--- src/rtl/uart_tx_fifo.sv ---
`default_nettype none
// ============================================================================
// Module      : uart_tx_fifo
// Description : UART transmitter fed by a synchronous transmit FIFO.
//               Frame = start bit, DATA_BITS data bits (LSB first), optional
//               parity bit, STOP_BITS stop bits. Frames are sent
//               back-to-back while the FIFO holds words.
// Revision    : 1.0 - initial release
// ----------------------------------------------------------------------------
// Ports
//   clk        in   system clock, rising edge
//   rst_n      in   asynchronous active-low reset
//   s_data     in   word to transmit (DATA_BITS)
//   s_valid    in   s_data valid this cycle
//   s_ready    out  FIFO can accept a word (registered)
//   tx         out  serial line, idle high (registered)
//   busy       out  frame in progress or FIFO non-empty
//   fifo_count out  words waiting in the FIFO (frame in flight excluded)
// ============================================================================
module uart_tx_fifo #(
  parameter int CLK_HZ     = 100000000,
  parameter int BAUD       = 115200,
  parameter int DATA_BITS  = 8,
  parameter int PARITY     = 0,
  parameter int STOP_BITS  = 1,
  parameter int FIFO_DEPTH = 16
) (
  input  logic                          clk,
  input  logic                          rst_n,
  input  logic [DATA_BITS-1:0]          s_data,
  input  logic                          s_valid,
  output logic                          s_ready,
  output logic                          tx,
  output logic                          busy,
  output logic [$clog2(FIFO_DEPTH):0]   fifo_count
);

  localparam int c_div   = (CLK_HZ + BAUD / 2) / BAUD;
  localparam int c_cnt_w = (c_div > 1) ? $clog2(c_div) : 1;
  localparam int c_ptr_w = $clog2(FIFO_DEPTH);
  localparam int c_cw    = c_ptr_w + 1;

  localparam logic [c_cnt_w-1:0] c_div_m1    = c_cnt_w'(c_div - 1);
  localparam logic [3:0]         c_data_last = 4'(DATA_BITS - 1);
  localparam logic [3:0]         c_stop_last = 4'(STOP_BITS - 1);
  localparam logic [c_cw-1:0]    c_depth     = c_cw'(FIFO_DEPTH);
  localparam logic               c_odd       = (PARITY == 1);

  localparam logic [2:0] c_st_idle   = 3'd0;
  localparam logic [2:0] c_st_start  = 3'd1;
  localparam logic [2:0] c_st_data   = 3'd2;
  localparam logic [2:0] c_st_parity = 3'd3;
  localparam logic [2:0] c_st_stop   = 3'd4;

  // Elaboration-time parameter legality checks
  if (DATA_BITS < 5 || DATA_BITS > 9) begin : g_bad_data_bits
    $error("uart_tx_fifo: DATA_BITS must be 5..9");
  end
  if (PARITY < 0 || PARITY > 2) begin : g_bad_parity
    $error("uart_tx_fifo: PARITY must be 0, 1 or 2");
  end
  if (STOP_BITS != 1 && STOP_BITS != 2) begin : g_bad_stop_bits
    $error("uart_tx_fifo: STOP_BITS must be 1 or 2");
  end
  if (FIFO_DEPTH < 2 || (FIFO_DEPTH & (FIFO_DEPTH - 1)) != 0) begin : g_bad_depth
    $error("uart_tx_fifo: FIFO_DEPTH must be a power of two >= 2");
  end
  if (c_div < 1) begin : g_bad_div
    $error("uart_tx_fifo: BAUD too high for CLK_HZ");
  end

  logic [2:0]           r_state;
  logic [2:0]           w_state_nxt;
  logic [c_cnt_w-1:0]   r_baud;
  logic [3:0]           r_bit;
  logic [DATA_BITS-1:0] r_shift;
  logic                 r_par;
  logic                 r_tx;
  logic                 w_tx_nxt;
  logic                 r_busy;
  logic                 r_ready;
  logic [c_cw-1:0]      r_count;
  logic [c_cw-1:0]      w_count_nxt;
  logic [c_ptr_w-1:0]   r_wptr;
  logic [c_ptr_w-1:0]   r_rptr;
  logic [DATA_BITS-1:0] r_mem [FIFO_DEPTH];
  logic [DATA_BITS-1:0] w_head;
  logic                 w_tick;
  logic                 w_empty;
  logic                 w_push;
  logic                 w_pop;

  assign w_tick  = (r_baud == c_div_m1);
  assign w_empty = (r_count == '0);
  assign w_push  = s_valid & r_ready;
  assign w_head  = r_mem[r_rptr];

  // --------------------------------------------------------------------------
  // Frame FSM: state register
  // --------------------------------------------------------------------------
  always_ff @(posedge clk or negedge rst_n) begin
    if (!rst_n) r_state <= c_st_idle;
    else        r_state <= w_state_nxt;
  end

  // --------------------------------------------------------------------------
  // Frame FSM: next state and FIFO pop decision
  // --------------------------------------------------------------------------
  always_comb begin
    w_state_nxt = r_state;
    w_pop       = 1'b0;
    case (r_state)
      c_st_idle: begin
        if (!w_empty) begin
          w_pop       = 1'b1;
          w_state_nxt = c_st_start;
        end
      end
      c_st_start: begin
        if (w_tick) w_state_nxt = c_st_data;
      end
      c_st_data: begin
        if (w_tick && r_bit == c_data_last)
          w_state_nxt = (PARITY != 0) ? c_st_parity : c_st_stop;
      end
      c_st_parity: begin
        if (w_tick) w_state_nxt = c_st_stop;
      end
      c_st_stop: begin
        // Chaining straight into START keeps frames gap-free
        if (w_tick && r_bit == c_stop_last) begin
          if (!w_empty) begin
            w_pop       = 1'b1;
            w_state_nxt = c_st_start;
          end else begin
            w_state_nxt = c_st_idle;
          end
        end
      end
      default: w_state_nxt = c_st_idle;
    endcase
  end

  // --------------------------------------------------------------------------
  // Frame FSM: line level for the current state (registered below)
  // --------------------------------------------------------------------------
  always_comb begin
    w_tx_nxt = 1'b1;
    case (r_state)
      c_st_start:  w_tx_nxt = 1'b0;
      c_st_data:   w_tx_nxt = r_shift[0];
      c_st_parity: w_tx_nxt = r_par;
      default:     w_tx_nxt = 1'b1;
    endcase
  end

  // --------------------------------------------------------------------------
  // Baud/bit counters, shift register, parity and line register
  // --------------------------------------------------------------------------
  always_ff @(posedge clk or negedge rst_n) begin
    if (!rst_n) begin
      r_baud  <= '0;
      r_bit   <= '0;
      r_shift <= '0;
      r_par   <= 1'b0;
      r_tx    <= 1'b1;
      r_busy  <= 1'b0;
    end else begin
      r_tx   <= w_tx_nxt;
      r_busy <= (r_state != c_st_idle) || !w_empty;
      if (r_state == c_st_idle) begin
        r_baud <= '0;
        r_bit  <= '0;
      end else if (w_tick) begin
        r_baud <= '0;
        // bit index restarts whenever a new state begins
        r_bit  <= (w_state_nxt == r_state) ? r_bit + 4'd1 : 4'd0;
      end else begin
        r_baud <= r_baud + 1'b1;
      end
      if (w_pop) begin
        r_shift <= w_head;
        r_par   <= (^w_head) ^ c_odd;
      end else if (r_state == c_st_data && w_tick) begin
        r_shift <= r_shift >> 1;
      end
    end
  end

  // --------------------------------------------------------------------------
  // Transmit FIFO
  // --------------------------------------------------------------------------
  always_comb begin
    w_count_nxt = r_count;
    case ({w_push, w_pop})
      2'b10:   w_count_nxt = r_count + 1'b1;
      2'b01:   w_count_nxt = r_count - 1'b1;
      default: w_count_nxt = r_count;
    endcase
  end

  always_ff @(posedge clk or negedge rst_n) begin
    if (!rst_n) begin
      r_wptr  <= '0;
      r_rptr  <= '0;
      r_count <= '0;
      r_ready <= 1'b0;
    end else begin
      r_count <= w_count_nxt;
      r_ready <= (w_count_nxt < c_depth);
      if (w_push) r_wptr <= r_wptr + 1'b1;
      if (w_pop)  r_rptr <= r_rptr + 1'b1;
    end
  end

  // Storage needs no reset; pointers define what is valid
  always_ff @(posedge clk) begin
    if (w_push) r_mem[r_wptr] <= s_data;
  end

  assign s_ready    = r_ready;
  assign tx         = r_tx;
  assign busy       = r_busy;
  assign fifo_count = r_count;

endmodule
`default_nettype wire

--- config.mk ---
export PLATFORM = sky130hd
export DESIGN_NAME = uart_tx_fifo
export DESIGN_NICKNAME = d
export VERILOG_FILES = /design/src/rtl/uart_tx_fifo.sv
export SDC_FILE = /design/constraint.sdc
export NUM_CORES = 1
export LEC_CHECK = 0
export CORE_ASPECT_RATIO = 0.6
export CORE_MARGIN = 3
export CORE_UTILIZATION = 50
export CTS_CLUSTER_SIZE = 8
export DETAILED_ROUTE_END_ITERATION = 6
export PLACE_DENSITY = 0.67
export SLEW_MARGIN = 20
export SYNTH_ARGS = -nofsm -noshare
export SYNTH_HDL_FRONTEND = slang
export SYNTH_SLANG_ARGS = --single-unit
export TNS_END_PERCENT = 20
--- constraint.sdc ---
create_clock -name clk -period 4.2 [get_ports clk]
set_input_delay 0.63 -clock clk [delete_from_list [all_inputs] [get_ports clk]]
set_output_delay 0.63 -clock clk [all_outputs]
set_load 0.01 [all_outputs]
# --- Yosys cells after proc, flatten, opt, wreduce, memory -nomap -nowiden ---
# Memory sizes are Yosys's and may differ from the RTL's.
# Index checks and enable logic that the tools add are counted.
totals:
  register_bits: 42
  mem_bits_rw: 128
  inputBits: 11
  out_inout_bits: 8
  wordCells: 62
  n_memories: 1
mem_list:
  columns: ["memory", "depth", "width", "rd", "rd_ports_with_merged_regs", "write_ports", "line_no", "source"]
  rows:
  - ["r_mem", 16, 8, 1, 0, 1, "86", "logic [DATA_BITS-1:0] r_mem [FIFO_DEPTH];"]
classes:
  add_sub_neg: 6
  order_cmp: 1
  eq_ne: 9
  mux: 21
  n_bitwise: 1
  reduce_logical: 12
ops:
  columns: ["operator", "n"]
  rows:
  - ["two-way mux 10 bit", 2]
  - ["two-way mux 8 bit", 2]
  - ["two-way mux 3 bit", 5]
  - ["one-hot mux 3 bit (5 select lines)", 1]
  - ["adder 4 x 1 -> 4 bit (second input constant)", 3]
  - ["two-way mux 4 bit", 3]
  - ["adder 10 x 1 -> 10 bit (second input constant)", 1]
  - ["== test 10 bit (second input constant)", 1]
  - ["one-hot mux 5 bit (2 select lines)", 1]
  - ["parity 8 bit", 1]
  - ["== test 3 x 2 -> 1 bit (second input constant)", 2]
  - ["adder 5 x 1 -> 5 bit (second input constant)", 1]
  - ["logical NOT 5 bit", 1]
  - ["less-than comparator 5 bit (second input constant)", 1]
  - ["two-way mux 1 bit", 5]
  - ["subtractor 5 x 1 -> 5 bit (second input constant)", 1]
  - ["== test 4 x 3 -> 1 bit (second input constant)", 1]
  - ["logical NOT 4 bit", 1]
  - ["nonzero test 2 bit", 2]
  - ["== test 3 x 1 -> 1 bit (second input constant)", 1]
  - ["== test 3 bit", 1]
  - ["== test 3 bit (second input constant)", 1]
  - ["logical AND 1 bit", 3]
  - ["logical NOT 3 bit", 1]
  - ["other kinds (8)", 8]

# --- Longest topological paths before layout ---
# Gate-level depths: netlist of run 1.
depth:
  word_depth: 8
  depth_mapped: 12
  depth_no_buf: 12

# --- Least setup slack after synthesis of run 1 ---
# Ideal clock, no wire load.
synth_path:
  path_kind: "register to register"
  startpoint: "register r_bit[0]"
  endpoint: "register r_ready (netlist: s_ready)"
  setup_ps: 121
  arrival_time_ps: 2901
  t_required_ps: 4079
  setup_slack_ps: 1178
  path_stages_with_launch: 13
  path_buffers: 0
  synth_period_minus_slack_ps: 3022
  cell_sequence: "dfrtp_1 inv_1 ha_1 or3b_2 o41a_1 nor3_4 xor2_1 ha_1 a22o_1 a21o_1 a211oi_2 xor2_1 inv_1"
synth_via:
  elab_chain_len: 7
  word_cells_on_any_way: 8
  classes_between: "order compare: 1; eq/ne: 2; mux: 3; reduce/logical: 2"
synth_rtl:
  columns: ["item", "line_no", "source"]
  rows:
  - ["start, declared", "75", "logic [3:0] r_bit;"]
  - ["start signal, assigned", "177", "r_bit <= (w_state_nxt == r_state) ? r_bit + 4'd1 : 4'd0;"]
  - ["logical NOT 4 bit (*)", "131", "if (w_tick && r_bit == c_stop_last) begin"]
  - ["logical AND 1 bit (*)", "131", null]
  - ["two-way mux 1 bit (*)", "131", null]
  - ["one-hot mux 1 bit (2 select lines) (*)", "112", "case (r_state)"]
  - ["== test 2 x 1 -> 1 bit / == test 2 bit (equally long branches)", "195", "case ({w_push, w_pop})"]
  - ["one-hot mux 5 bit (2 select lines) (*)", "195", null]
  - ["less-than comparator 5 bit (*)", "210", "r_ready <= (w_count_nxt < c_depth);"]
  - ["end signal, assigned", "210", null]
  - ["end, declared", "81", "logic r_ready;"]
# Every way passes the cells marked *; elsewhere a longest branch is shown, timed or not.
# A chain may end at the register's enable or synchronous reset.

# --- Worst setup path in the final report of run 1 ---
# Same ends and word-level chain as after synthesis.

==> results of run 1 <==
## registers in the layout, summed over array words and instances (netlist names), named ones only
signal      cells
fifo_count      4
r_par           1
r_wptr          4
r_shift         8
r_state         3
r_mem         128
r_bit           4
busy            1
r_baud         10
tx              1
r_rptr          4
s_ready         1
## final timing paths
check	start	end	slack, ps	cells after the start
max	r_bit[0]	s_ready	940	12
max in group asynchronous	rst_n	r_rptr[0]	3200	1
min	rst_n	r_baud[9]	350	1
min in group clk	r_baud[0]	r_baud[0]	500	1
max reg2reg	r_bit[0]	s_ready	940	12
min reg2reg	r_baud[0]	r_baud[0]	500	1
## area by class of cell
type | instances | share of cell area, %
Inverter | 11 | 0.513
Clock inverter | 15 | 1.79
Clock buffer | 17 | 5.29
Tap cell | 187 | 2.91
Timing Repair Buffer | 26 | 3.08
Multi-Input combinational cell | 235 | 25.5
Sequential cell | 170 | 60.9
## through the flow
stage	utilization [%]	area [um^2]	worst slack [ps]	cells	hold WS [ps]
global route	60.3	8040	766	661	407
CTS	60.3	8040	936	661	378
global placement	56.1	7470	1040	629	468
floorplan	-	7060	1180	433	334
detailed placement	56.1	7470	940	629	490
finish	60.3	8040	938	661	351
## placed cells by master, fill, tap and decap left out, types with 8 or more instances in the layout
master,synthesis,routed
ha_1,11,11
nor2_1,32,32
nand2_1,30,30
nand3_1,13,13
clkbuf_16,0,17
xor2_1,9,9
mux2i_1,8,8
dfrtp_1,41,40
inv_1,11,11
o21ai_0,14,14
clkdlybuf4s50_1,0,17
edfxtp_1,128,128
mux4_2,32,32
a22oi_1,15,15
xnor2_1,17,17
## power groups by stage
stage | Sequential (W) | Combinational (W) | Clock [W]
5_1_grt | 0.00207 | 0.000500 | 0.00160
6_report | 0.00206 | 0.000452 | 0.00150
3_5_place_dp | 0.00209 | 0.000454 | 0
4_1_cts | 0.00206 | 0.000457 | 0.00154
3_3_place_gp | 0.00208 | 0.000438 | 0
2_1_floorplan | 0.00206 | 0.000282 | 0
## logic make-up (layout without fill, tap and decap cells)
family / count (synthesis) / after routing / synth area share, %
fa+ha+maj: 11 / 11 / 1.95
mux: 42 / 42 / 11.7
buf+inv: 28 / 69 / 1.59
flops: 170 / 170 / 69.3
compound gates: 50 / 50 / 5.03
simple gates: 106 / 106 / 7.21
xor+xnor: 26 / 26 / 3.22
## per-layer routing
metal	track usage [%]	vias up	wire length (um)
met2	24.5	114	5630
met1	29.3	1922	6620
met3	5.17	14	961
met5	0	-	0
met4	5.25	0	129
li1	-	1727	-
## worst max-delay path, stage by stage (launching register included)
cell and delay [ps]:
dfrtp_1 400, inv_1 100, ha_1 170, or3b_2 440, o41a_1 410, nor3_4 390, xor2_1 120, ha_1 240
a22o_1 240, a21o_1 180, a211oi_2 230, xor2_1 190, inv_1 50
==> summary.txt, run 1 <==
STA
  – Setup repair after global routing missed its margin: false
  – Setup TNS: 0 ps
  – Final worst clock skew: 12.0 ps
  – Slew at the pin with the worst max-slew slack: ~1100 ps
  – Fmax: a little over 300 MHz
  – Hold violation total from the final report: 0
  – Remaining max-slew budget at the tightest pin: around 29%
  – Fin crit share: ~78%
  – Final Max Slew Viols: 0
  – Final Critical Period: approximately 3300 ps
  – Total setup violations reported at the end of the flow: 0

Power
  – Portion of total power attributed to sequential cells: between 50% and 60%
  – Overall power consumption: between 0.004 and 0.005 W
  – Internal power: 0.00295 W
  – Net switching component of the power: 0.00106 W
  – Power density over the cells: between 400 and 500 nW/um^2
  – Peak supply drop: between 200 and 300 uV
  – Switching share of total power: 26.5%
  – Part of the total power dissipated in the clock network: a little under two fifths
  – Leakage: approximately 2.9 nW
  – Combinational cell fraction of total power: a little under an eighth

CTS
  – Maximum root-to-sink buffer count: 2
  – Post-CTS clock slew at the launch and capture registers of the worst setup and hold paths: ~70 ps
  – CTS hold repair buffers: 0
  – CTS-repair resized insts: 0
  – Skew-Pair Late Insertion Delay: roughly 420 ps
  – Number of post-CTS setup repair buffers: 0
  – Master cell of the clock root buffer: clkbuf_16
  – Number of clock sinks: 170
  – Number of buffers created by CTS: 17
  – TritonCTS clock tree: done
  – H-tree depth reported by CTS: 4

Yosys
  – Count of warnings emitted by yosys: 0
  – Cell type with the highest aggregate area in the netlist: edfxtp_1
  – Most common cell in the netlist: edfxtp_1
  – Top area cells in the synthesized netlist: edfxtp_1 54%, dfrtp_1 15%, mux4_2 10%, xnor2_1 2.1%, ha_1 1.9%
  – Gate count of the mapped netlist: ~430
  – Async set-or-reset flop fraction in the synthesized netlist: 24.7%
  – Net count after synthesis: ~460
  – Mapped cell area: roughly 7000 um^2
  – Sequential cell area fraction in the yosys report: ~70%
  – Most common flop cell mapped by yosys: edfxtp_1
  – Average cell area after synthesis: 16.3 um^2
  – Count of different cell masters after synthesis: slightly below 50
  – Number of enable flip-flop cells after synthesis: 128
  – Number of register bits inferred by synthesis: 170
  – Share of the synthesized area in the top cell type: 54.4%
  – Most instantiated cells after synthesis: 128 x edfxtp_1, 41 x dfrtp_1, 32 x mux4_2, 32 x nor2_1, 30 x nand2_1

GRT
  – Initial antenna violation count: 0
  – Wire length of the first global-routing pass: 21.4 mm
  – Via count of the first global-routing pass: ~3.7k
  – Total track usage: about 18%
  – Largest net degree at the start of global routing: 43
  – GRT Residual Overflow: 0

Flow run
  – Max-cap viol count: 0

Detailed routing
  – Detail Route Antenna Nets: 0
  – Post-detailed-route via-to-cell ratio: approximately 5.7
  – Average routed wire per standard cell: 20.2 um
  – DRC violation count after routing: 0
  – Drt initial violations: just over 300
  – Total wire length: between 10 and 15 mm
  – Iteration count of the initial detailed-routing pass: 5
  – DR vias: between 3k and 4k

Placement
  – RD Place Congestion: 0.775
  – HPWL Detailed: 9.14 mm
  – Number of I/O port buffers: 18

Finish
  – Count of antenna diodes in the layout: 0
  – Number of inserted filler cells in the final layout: roughly 1k
  – Sequential cell area: around 4900 um^2
  – Area growth syn-to-layout: 13.9%
  – Number of nets in the finished design: slightly below 500
  – Fraction of final layout cells with drive strength greater than 1: about a fifth
  – Multi-input gate area in the final layout: just over 2000 um^2

Critical path
  – Nature of the critical path startpoint: flop
  – Crit path capture type: flop
  – Maximum fanout encountered on the critical timing path: 8
  – Type of the worst setup path: flop to flop
  – CP Data Arrival Time: approximately 3600 ps
  – Required time at the worst-slack endpoint: 4510 ps

Die
  – Placement Rows: 32
  – Die outline width: approximately 160 um
  – Std-Cell Core Area: roughly 13000 um^2
  – Initial core utilization: between 50% and 60%
  – Floorplan die area: 15600 um^2
  – Height of the die: just under 100 um
  – Boundary pin count: 19

Status
  – Outcome: finished clean

Hold path
  – Type of the most critical hold path: input port to async pin
(Power assumes the default switching activity.)
==> inputs of run 2 (changes only) <==
clock period = 3.15 ns   (was 4.2 ns; I/O delays follow)
==> summary.txt, run 2 (synthesis gave the netlist of run 1 again) <==
Critical path
  – Required time at the worst-slack endpoint: 3460 ps
  – CP Data Arrival Time: 3290 ps
  – Type of the worst setup path: flop to flop
  – R2R Setup Slk: ~170 ps
  – Maximum fanout encountered on the critical timing path: 3
  – Crit path capture type: flop
  – Nature of the critical path startpoint: flop

STA
  – Final Critical Period: about 3000 ps
  – Total setup violations reported at the end of the flow: 0
  – Setup repair after global routing missed its margin: false
  – Fmax: about 340 MHz
  – Remaining max-slew budget at the tightest pin: between 30% and 40%
  – Setup TNS: 0 ps
  – Final Max Slew Viols: 0
  – Final worst clock skew: ~13 ps
  – Worst-case setup margin in the final layout: ~170 ps
  – Fin crit share: between 90% and 100%
  – Hold violation total from the final report: 0
  – Slew at the pin with the worst max-slew slack: 952 ps

Die
  – Floorplan die area: around 16000 um^2
  – Initial core utilization: between 50% and 60%
  – Placement Rows: 32
  – Die outline width: approximately 160 um
  – Boundary pin count: 19
  – Std-Cell Core Area: about 13000 um^2
  – Height of the die: 98.1 um

Status
  – Outcome: finished clean

GRT
  – GRT Residual Overflow: 0
  – Initial antenna violation count: 0
  – Total track usage: a little under a fifth
  – Via count of the first global-routing pass: just under 4k
  – Wire length of the first global-routing pass: around 22 mm
  – Largest net degree at the start of global routing: 43

Power
  – Combinational cell fraction of total power: approximately 12%
  – Power density over the cells: 668 nW/um^2
  – Part of the total power dissipated in the clock network: roughly two fifths
  – Overall power consumption: approximately 0.0055 W
  – Internal power: 0.00409 W
  – Portion of total power attributed to sequential cells: approximately half
  – Net switching component of the power: between 0.001 and 0.0015 W
  – Peak supply drop: 358 uV
  – Leakage: around 3 nW
  – Switching share of total power: approximately a quarter

Flow run
  – Max-cap viol count: 0

Finish
  – Largest register by flop count: r_mem
  – Top Registers: r_mem x128, r_baud x10, r_shift x8
  – Commonest non-fill, non-tap cells in the layout: 128 x edfxtp_1, 40 x dfrtp_1, 32 x nor2_1, 32 x mux4_2, 30 x nand2_1
  – Design area: 8230 um^2
  – Fraction of final layout cells with drive strength greater than 1: about 22%
  – Flip-flop count of the largest register, all copies and words added: 128
  – Most common cell after layout, fill and taps aside: edfxtp_1
  – Number of inserted filler cells in the final layout: between 900 and 1k
  – Count of antenna diodes in the layout: 0
  – Area growth syn-to-layout: 16.6%
  – Final core utilization: approximately three fifths
  – Number of nets in the finished design: 500

Detailed routing
  – Post-detailed-route via-to-cell ratio: between 5 and 6
  – Average routed wire per standard cell: around 20 um
  – Detail Route Antenna Nets: 0
  – Iteration count of the initial detailed-routing pass: 5
  – Drt initial violations: between 200 and 300
  – DR vias: around 3.8k
  – Total wire length: 13.9 mm
  – DRC violation count after routing: 0

Placement
  – Number of I/O port buffers: 18
  – RD Place Congestion: around 0.8
  – Setup slack at placement: between 60 and 70 ps
  – HPWL Detailed: a little over 9 mm
  – Dpl cell area: around 7600 um^2

CTS
  – H-tree depth reported by CTS: 4
  – Maximum root-to-sink buffer count: 2
  – Post-CTS clock slew at the launch and capture registers of the worst setup and hold paths: about 70 ps
  – Number of clock sinks: 170
  – Number of buffers created by CTS: 17
  – TritonCTS clock tree: done
  – CTS hold repair buffers: 0
  – Skew-Pair Late Insertion Delay: 420 ps
  – Master cell of the clock root buffer: clkbuf_16

Hold path
  – Type of the most critical hold path: input port to async pin
-- run 2: changes by cell type in the layout (fill, tap and decap cells not counted), sizes merged --
cell	previous run	this run
bufinv	0	2
buf	9	26
clkinvlp	0	3
inv	23	20
clkinv	3	1
-- run 2: per-stage QoR --
step	hold slack [ps]	std cells
floorplan	177	433
global placement	469	645
detailed placement	484	645
CTS	229	677
global route	271	678
finish	202	678
-- run 2: power groups by stage --
stage	combinational [W]	clock [W]	sequential, W
2_1_floorplan	0.000377	0	0.00275
3_3_place_gp	0.000616	0	0.00278
3_5_place_dp	0.000637	0	0.00278
4_1_cts	0.000639	0.00217	0.00274
5_1_grt	0.000701	0.00227	0.00276
6_report	0.000633	0.00212	0.00274
-- run 2: timing repair --
item	4_1_cts	5_1_grt
endpoints found under the hold margin	0	0
setup buffers	0	1
gates resized for setup	0	5
endpoints found under the setup margin	0	2
-- run 2: path summary, 6_finish.rpt --
kind,from,endpoint,depth (start not counted)
worst min-delay path,rst_n,r_baud[8],1
worst max-delay path,r_bit[0],s_ready,12
max in group asynchronous,rst_n,r_rptr[0],1
worst max register to register,r_bit[0],s_ready,12
worst min register to register,r_baud[0],r_baud[0],1
min in group clk,r_baud[0],r_baud[0],1
-- run 2: critical path, stage by stage, from the launching register on --
cell and delay, ps:
dfrtp_1 400, inv_2 100, ha_4 140, or3b_2 430, o41a_1 460, nor3_4 170
xor2_1 110, ha_2 200, a22o_1 210, a21o_1 180, a211oi_2 190, xor2_1 230
inv_1 60
-- run 2: layout make-up --
cell class | count | area, um^2 | area share, %
clock buffer | 17 | 425 | 5.17
clock inverter | 15 | 178 | 2.16
inverter | 11 | 41.3 | 0.502
multi-input combinational | 235 | 2070 | 25.1
sequential | 170 | 4900 | 59.5
tap | 187 | 234 | 2.84
timing repair buffer | 43 | 388 | 4.71
-- run 2: per-layer routing --
metal | track usage (%) | wire length (um) | vias up
li1 | - | - | 1751
met1 | 29.3 | 7030 | 1971
met2 | 25.7 | 5970 | 101
met3 | 4.79 | 730 | 15
met4 | 5.04 | 131 | 0
met5 | 0 | 0 | -
==> inputs of run 3 (changes only) <==
CORE_MARGIN = 4   (was 3)
CORE_UTILIZATION = 61   (was 50)
HOLD_SLACK_MARGIN = 0.06   (was not set)
PLACE_DENSITY = 0.79   (was 0.67)
==> summary.txt, run 3 (synthesis gave the netlist of run 1 again) <==
Power
  – Net switching component of the power: 0.00134 W
  – Switching share of total power: approximately a quarter
  – Overall power consumption: 0.00554 W
  – Peak supply drop: between 400 and 500 uV
  – Combinational cell fraction of total power: a little under an eighth
  – Portion of total power attributed to sequential cells: around half
  – Part of the total power dissipated in the clock network: 38.7%
  – Internal power: approximately 0.0042 W
  – Power density over the cells: ~670 nW/um^2
  – Leakage: about 3 nW

Die
  – Die outline width: 147 um
  – Std-Cell Core Area: between 10000 and 15000 um^2
  – Initial core utilization: a little over three fifths
  – Floorplan die area: between 10000 and 15000 um^2
  – Height of the die: 91.3 um
  – Placement Rows: 30
  – Boundary pin count: 19

CTS
  – CTS hold repair buffers: 0
  – Number of clock sinks: 170
  – Skew-Pair Late Insertion Delay: 420 ps
  – Number of buffers created by CTS: 17
  – Master cell of the clock root buffer: clkbuf_16
  – H-tree depth reported by CTS: 4
  – TritonCTS clock tree: done
  – Post-CTS clock slew at the launch and capture registers of the worst setup and hold paths: 70 ps
  – Maximum root-to-sink buffer count: 2

Finish
  – Area growth syn-to-layout: 16.3%
  – Count of antenna diodes in the layout: 0
  – Flip-flop count of the largest register, all copies and words added: about 130
  – Number of nets in the finished design: 502
  – Design area: roughly 8000 um^2
  – Most common cell after layout, fill and taps aside: edfxtp_1
  – Top Registers: r_mem x128, r_baud x10, r_shift x8
  – Cell Count, Final, Fillers Out: approximately 650
  – Largest register by flop count: r_mem
  – Commonest non-fill, non-tap cells in the layout: 128 x edfxtp_1, 40 x dfrtp_1, 32 x nor2_1, 32 x mux4_2, 30 x nand2_1
  – Fraction of final layout cells with drive strength greater than 1: 22.1%

Detailed routing
  – Iteration count of the initial detailed-routing pass: 5
  – Post-detailed-route via-to-cell ratio: ~6
  – Drt initial violations: between 200 and 300
  – Average routed wire per standard cell: 21.9 um
  – Detail Route Antenna Nets: 0
  – DRC violation count after routing: 0
  – DR vias: ~4.0k
  – Total wire length: roughly 14 mm

STA
  – Final worst clock skew: between 10 and 15 ps
  – Remaining max-slew budget at the tightest pin: 37.1%
  – Final Max Slew Viols: 0
  – Hold violation total from the final report: 0
  – Total setup violations reported at the end of the flow: 0
  – Final Critical Period: about 3000 ps
  – Fmax: 330 MHz
  – Fin crit share: between 90% and 100%
  – Setup TNS: 0 ps
  – Setup repair after global routing missed its margin: false
  – Slew at the pin with the worst max-slew slack: between 900 and 1000 ps
  – Worst-case setup margin in the final layout: between 100 and 150 ps

Status
  – Outcome: finished clean

Hold path
  – Type of the most critical hold path: input port to async pin

GRT
  – Largest net degree at the start of global routing: 43
  – GRT Residual Overflow: 0
  – Wire length of the first global-routing pass: roughly 23 mm
  – Via count of the first global-routing pass: between 3k and 4k
  – Total track usage: between 20 and 25%
  – Initial antenna violation count: 0

Critical path
  – Nature of the critical path startpoint: flop
  – CP Data Arrival Time: 3350 ps
  – Type of the worst setup path: flop to flop
  – Required time at the worst-slack endpoint: 3460 ps
  – Crit path capture type: flop
  – Maximum fanout encountered on the critical timing path: 3

Placement
  – Number of I/O port buffers: 18
  – Placed insts: 620
  – HPWL Detailed: a little over 9 mm
  – Dpl cell area: 7590 um^2
  – Setup slack at placement: about 110 ps
  – RD Place Congestion: ~0.88

Flow run
  – Max-cap viol count: 0
==> run 3: metrics by stage <==
stage | utilization (%) | hold slack [ps]
2_1_floorplan | - | 177
3_5_place_dp | 67.2 | 484
5_1_grt | 72.7 | 271
3_3_place_gp | 67.2 | 468
4_1_cts | 72.6 | 224
6_report | 72.7 | 205
==> run 3: area by class of cell <==
cell class	instances	area, um^2
Clock buffer	21	493
Clock inverter	11	125
Fill cell	688	3080
Inverter	11	41.3
Multi-Input combinational cell	235	2060
Sequential cell	170	4900
Tap cell	160	200
Timing Repair Buffer	45	403
==> run 3: power groups by stage <==
stage / Combinational [W] / Sequential, W / Clock (W)
floorplan: 0.000377 / 0.00275 / 0
global route: 0.000720 / 0.00276 / 0.00228
detailed placement: 0.000652 / 0.00278 / 0
global placement: 0.000632 / 0.00277 / 0
CTS: 0.000658 / 0.00274 / 0.00218
finish: 0.000655 / 0.00274 / 0.00214
==> run 3: layer usage <==
layer	vias to the layer above	part of all wire [%]	global-route usage, %
li1	1764	-	-
met1	2034	47	35.6
met2	147	46	33.4
met3	19	6.1	3.94
met4	0	1.3	7.83
met5	-	0	0
==> run 3: timing repair <==
action | 4_1_cts | 5_1_grt
setup buffers | 0 | 1
gates resized for setup | 0 | 2
setup endpoints to repair | 0 | 1
endpoints found under the hold margin | 0 | 0
==> run 3: worst max-delay path: stages (launching register included) <==
cell and delay, ps:
dfrtp_1 410, inv_2 90, ha_1 160, or3b_2 450, o41a_1 450, nor3_4 160, xor2_1 100, ha_2 200
a22o_1 230, a21o_1 190, a211oi_2 230, xor2_1 210, inv_1 50
==> run 3: path summary, 6_finish.rpt <==
path / from / endpoint / slack, ps / cells past startpoint
worst max-delay path: r_bit[0] / s_ready / 120 / 12
max in group asynchronous: rst_n / r_rptr[0] / 2300 / 1
min in group clk: r_baud[0] / r_baud[0] / 490 / 1
worst max register to register: r_bit[0] / s_ready / 120 / 12
worst min register to register: r_baud[0] / r_baud[0] / 490 / 1
worst min-delay path: rst_n / r_baud[8] / 200 / 1
